## config.mk

```make
export PLATFORM = sky130hd
export DESIGN_NAME = fetch_request_unit
export DESIGN_NICKNAME = d
export VERILOG_FILES = /design/src/rtl/cpu_types_pkg.sv /design/src/rtl/pc_next_logic.sv /design/src/rtl/fetch_request_unit.sv
export SDC_FILE = /design/constraint.sdc
export NUM_CORES = 1
export LEC_CHECK = 0
export ABC_AREA = 1
export ABC_CLOCK_PERIOD_IN_PS = 3100
export BUFFER_PORTS_ARGS = -buffer_cell sky130_fd_sc_hd__buf_2
export CORE_MARGIN = 3
export CORE_UTILIZATION = 51
export CTS_CLUSTER_SIZE = 20
export DETAILED_ROUTE_END_ITERATION = 10
export GPL_TIMING_DRIVEN = 0
export PLACE_DENSITY_LB_ADDON = 0.05
export SYNTH_ARGS = -nofsm -noshare
export SYNTH_HDL_FRONTEND = slang
export SYNTH_SLANG_ARGS = --single-unit
```

## constraint.sdc

```tcl
create_clock -name CLK -period 3.1 [get_ports CLK]
set_input_delay 0.465 -clock CLK [delete_from_list [all_inputs] [get_ports CLK]]
set_output_delay 0.465 -clock CLK [all_outputs]
set_load 0.1 [all_outputs]
```

## src/rtl/cpu_types_pkg.sv

```systemverilog
// Shared CPU types: word type, PC source select and fetch FSM states.
// Also holds the PC step used by the fetch front end.
package cpu_types_pkg;

  typedef logic [31:0] word_t;

  typedef enum logic [1:0] {
    PC_SEQ,
    PC_BR,
    PC_J,
    PC_JR
  } pcsrc_t;

  typedef enum logic [1:0] {
    FETCH,
    EXEC,
    MEM,
    HALTED
  } fetch_state_t;

  localparam word_t PC_STEP = 32'd4;

  function automatic word_t sext16(input logic [15:0] v);
    return {{16{v[15]}}, v};
  endfunction

endpackage

```

## src/rtl/pc_next_logic.sv

```systemverilog
// Combinational next-PC selection for the fetch front end.
// Jump targets keep the top nibble of pc+4; JR clears misaligned bits.
module pc_next_logic
  import cpu_types_pkg::*;
(
  input  logic [31:0] pc,
  input  pcsrc_t      pc_src,
  input  logic [15:0] imm16,
  input  logic [25:0] jaddr,
  input  logic [31:0] rs_data,
  output logic [31:0] pc_plus4,
  output logic [31:0] next_pc
);

  assign pc_plus4 = pc + PC_STEP;

  // select the target for the retiring instruction
  always_comb begin
    next_pc = pc_plus4;
    unique case (pc_src)
      PC_SEQ: next_pc = pc_plus4;
      PC_BR:  next_pc = pc_plus4 + (sext16(imm16) << 2);
      PC_J:   next_pc = {pc_plus4[31:28], jaddr, 2'b00};
      PC_JR:  next_pc = {rs_data[31:2], 2'b00};
      default: next_pc = pc_plus4;
    endcase
  end

endmodule

```

## src/rtl/fetch_request_unit.sv

```systemverilog
// Fetch front end: owns PC and instruction register, sequences
// icache/dcache requests and emits the one-cycle commit strobe.
module fetch_request_unit
  import cpu_types_pkg::*;
#(
  parameter logic [31:0] PC_INIT = 32'h0000_0000
)
(
  input  logic        CLK,
  input  logic        RST,
  input  logic [1:0]  pc_src,
  input  logic [15:0] imm16,
  input  logic [25:0] jaddr,
  input  logic [31:0] rs_data,
  input  logic        halt_in,
  input  logic        dREN_in,
  input  logic        dWEN_in,
  input  logic        ihit,
  input  logic [31:0] imemload,
  input  logic        dhit,
  output logic        imemREN,
  output logic [31:0] imemaddr,
  output logic        dmemREN,
  output logic        dmemWEN,
  output logic [31:0] instr,
  output logic [31:0] pc,
  output logic [31:0] pc_plus4,
  output logic        commit,
  output logic        halt
);

  fetch_state_t state;
  fetch_state_t state_nx;
  logic [31:0]  next_pc;
  logic         mem_req;

  assign mem_req  = dREN_in | dWEN_in;
  assign imemaddr = pc;

  pc_next_logic u_pc_next (
    .pc       (pc),
    .pc_src   (pcsrc_t'(pc_src)),
    .imm16    (imm16),
    .jaddr    (jaddr),
    .rs_data  (rs_data),
    .pc_plus4 (pc_plus4),
    .next_pc  (next_pc)
  );

  // state register
  always_ff @(posedge CLK) begin
    if (RST) state <= FETCH;
    else     state <= state_nx;
  end

  // PC advances on commit; instr latches on an in-FETCH hit
  always_ff @(posedge CLK) begin
    if (RST) begin
      pc    <= PC_INIT;
      instr <= '0;
    end else begin
      if (state == FETCH && ihit) instr <= imemload;
      if (commit)                 pc    <= next_pc;
    end
  end

  // next-state: halt beats memory, memory beats retire
  always_comb begin
    state_nx = state;
    unique case (state)
      FETCH: if (ihit) state_nx = EXEC;
      EXEC: begin
        if (halt_in)      state_nx = HALTED;
        else if (mem_req) state_nx = MEM;
        else              state_nx = FETCH;
      end
      MEM:    if (dhit) state_nx = FETCH;
      HALTED: state_nx = HALTED;
      default: state_nx = FETCH;
    endcase
  end

  // per-state enables and commit strobe; a write wins over a read
  always_comb begin
    imemREN = 1'b0;
    dmemREN = 1'b0;
    dmemWEN = 1'b0;
    commit  = 1'b0;
    halt    = 1'b0;
    unique case (state)
      FETCH: imemREN = 1'b1;
      EXEC:  commit  = ~halt_in & ~mem_req;
      MEM: begin
        dmemWEN = dWEN_in;
        dmemREN = dREN_in & ~dWEN_in;
        commit  = dhit;
      end
      HALTED: halt = 1'b1;
      default: ;
    endcase
  end

endmodule
```

==> flow_summary.toml <==
[run_status]
status = "finished with violations"
violations = "setup timing"

[logic_synthesis]
synth-simple-area-share_pct = 39.3
syn_inst = 1113
ys.flop_type = "dfxtp_1"
ys_ff_latch = 64
yosysWarnings = 0
synth_edf_count = 0
netlist_area_um2 = 6480
synthArstFlopShare_pct = 0
synth_compound_area_share_pct = 14.6
yosys.area_share.adder_pct = 7.64
synthMuxAreaShare_pct = 0
syn_area_per_cell_um2 = 5.82
synth_xor_xnor_area_share_pct = 3.38
synth.distinct_cells = 47
ys_seq_area_share_pct = 19.8
synth_top_family_by_area = "simple AND/OR/NAND/NOR gates"

[clock_network]
tritoncts = "built"
cts.sinks = 64
clk_pin_slew_ns = 0.07
root_buffer = "clkbuf_16"
hold_buffers = 0
insertion_delay_ns = 0.34
numCtsBuffers = 9
cts_max_path_buffers = 2
htreeDepth = 3

[place]
port_buffers = 238
dpl_cell_area_um2 = 8410
gp_congestion = 0.995
place_ws_ns = -0.338
place_hpwl_mm = 20.4

[detailed_routing]
via_per_inst = 5.44
drc_errors = 0
wl_per_cell_um = 17.2
ant_nets = 0
dr.first_iter.drc_count = 772
dr.pass1.iters = 5
routed-via-count = 8592
wl_mm = 27.2

[sta]
setup_viol = 1
hold_violations = 0
tightest_slew_ns = 0.750
hold_ws_ns = 0.370
layout_setup_ws_ns = -0.00543
rsz0062_at_grt = "yes"
drv_slew = 0
period_needed_ns = 3.11
max_freq_ghz = 0.322
timing.final.crit_share_pct = 100
slew_headroom_pct = 50.0
fin_skew_ns = 0.0112

[cells_and_area]
syn2layout_area_growth_pct = 50.6
multi_input_area_um2 = 5340
regArea_um2 = 1360
diodes = 0
nets = 1561
finalInstanceArea_um2 = 9760
drive_above_1_share_pct = 40.8
fillers = 927
final_util_pct = 79.9

[worst_setup_path]
worstSetupEndpointType = "flip-flop"
crit_top_cell = "nand2_2"
critPathTopFamily = "simple AND/OR/NAND/NOR gates"
cp.required_ns = 3.38
slowest_delay_ns = 0.37
start_kind = "flip-flop"
crit_type = "flip-flop to flip-flop"
crit_path_max_fanout = 5
path_buf_inv = 5
crit_arrival_ns = 3.38
path_cells = "clkinvlp_4, nor3_4, nand2_2, nor2_4, buf_6, nand2_4, xor2_4, clkinvlp_4, ha_4, nand2_2, o21ai_1, inv_1, nand2_2, inv_1, nand4_1, nand3_2, o21ai_2, nand2_2, a21oi_2"
crit_slowest_cell = "dfxtp_4"

[die]
start_util_pct = 53.1
num_io_pins = 248
num_rows = 40
die_x_um = 119
core_um2 = 12200
die_y_um = 119
die_area_um2 = 14100

[power]
max-vdd-ir-drop_uv = 434
power_density_nw_per_um2 = 351
power_leakage_nw = 5.23

[run]
max_cap_violations = 0

[grt]
antenna_found_initial = 0
overflow = 0
track_usage_pct = 35.2
grt_pass1_vias = 7714
grt_start_max_net_pins = 19
grt_pass1_wl_mm = 39.2

[hold_path]
min_path_type = "input pin to flip-flop"
state kept, by name, summed over array words and instances, names as in the netlist:
register	flops
state	2
imemaddr	30
instr	32
final cells by class:
class	count	share of cell area, %
Multi-Input combinational cell	833	54.7
Timing Repair Buffer	278	15.4
Sequential cell	64	13.9
Inverter	156	6.43
Buffer	65	4.11
Clock buffer	10	2.56
Tap cell	168	2.15
Clock inverter	6	0.718
per-stage QoR:
step / power, mW / cells / TNS [ns]
floorplan: 1.96 / 1118 / -7.77
global placement: 2.23 / 1524 / -1.50
detailed placement: 2.25 / 1524 / -1.84
CTS: 3.34 / 1555 / -0.0101
global route: 3.53 / 1580 / -1.53
finish: 3.43 / 1580 / -0.00543
synthesized netlist by cell type, types with 6 or more instances:
cell type / number / share of area (%)
inv_1: 146 / 8.5
a21oi_2: 6 / 0.81
nor2_2: 6 / 0.58
nor2_1: 149 / 8.6
nand4_1: 13 / 1.3
o21ai_0: 60 / 4.6
a221oi_1: 9 / 1.2
ha_1: 38 / 7.3
nand3_1: 64 / 4.9
clkbuf_1: 19 / 1.1
a21oi_1: 62 / 4.8
nor3_1: 9 / 0.69
dfxtp_1: 64 / 20
xor2_1: 20 / 2.7
nand2_1: 327 / 19
buf_4: 38 / 4.4
o211ai_1: 6 / 0.69
buf_2: 6 / 0.46
worst reg2reg max path, delay by kind of cell, from the launching register on:
family / cells / cell delay (ns)
AO/OA/AOI/OAI: 3 / 0.45
XOR/XNOR: 1 / 0.20
adder cells (fa/ha/maj): 1 / 0.34
buffers and inverters: 5 / 0.57
flip-flops: 1 / 0.37
AND/OR/NAND/NOR: 9 / 1.13
cells in the final DEF (no fill, tap or decap), types with 13 or more instances in the layout:
cell	n
nand2_2	39
nand3_1	46
dfxtp_1	37
a21oi_1	48
nand3_2	16
ha_4	17
nor2_1	122
o21ai_0	51
nand4_1	13
dfxtp_4	18
buf_2	244
nor2_2	15
nor2_4	22
clkbuf_1	19
inv_1	127
nand2_1	283
xor2_4	15
buf_4	75
ha_1	18
inv_2	15
nand2_4	13
a21oi_2	20
worst paths after layout:
check                from  depth (start not counted)  slack (ns)            to
min reg2reg     instr[29]                          2        0.48     instr[29]
max          imemaddr[13]                         19      -0.005  imemaddr[21]
max reg2reg  imemaddr[13]                         19      -0.005  imemaddr[21]
min           imemload[0]                          3        0.37      instr[0]
kinds of logic (layout without fill, tap and decap cells):
logic type	after synthesis	after routing
AOI/OAI and AO/OA	164	164
xor gates and xnor gates	25	25
adders and majority gates	39	39
buffers and inverters	221	515
DFF	64	64
other	1	6
and+or+nand+nor	599	599
layer usage:
metal  vias up  global-route usage (%)  share of wire (%)
met2       503                    60.2                 48
met3       140                    6.79                8.8
li1       4085                       -                  -
met4         0                    19.6                6.3
met1      3864                    41.3                 37
met5         -                       0                  0
repair_timing:
item                       CTS  global route
setup endpoints to repair   12            19
buffers inserted            15            25
gates resized for setup     21           146
pin swaps                    6            55
report_power, final:
part / total [mW] / switching [mW] / leakage [nW] / internal (mW)
registers: 0.923 / 0.0490 / 0.543 / 0.874
clock network: 1.10 / 0.420 / 0.155 / 0.679
logic: 1.41 / 1.08 / 4.53 / 0.329
No activity file was read; power rests on OpenSTA's default activity.
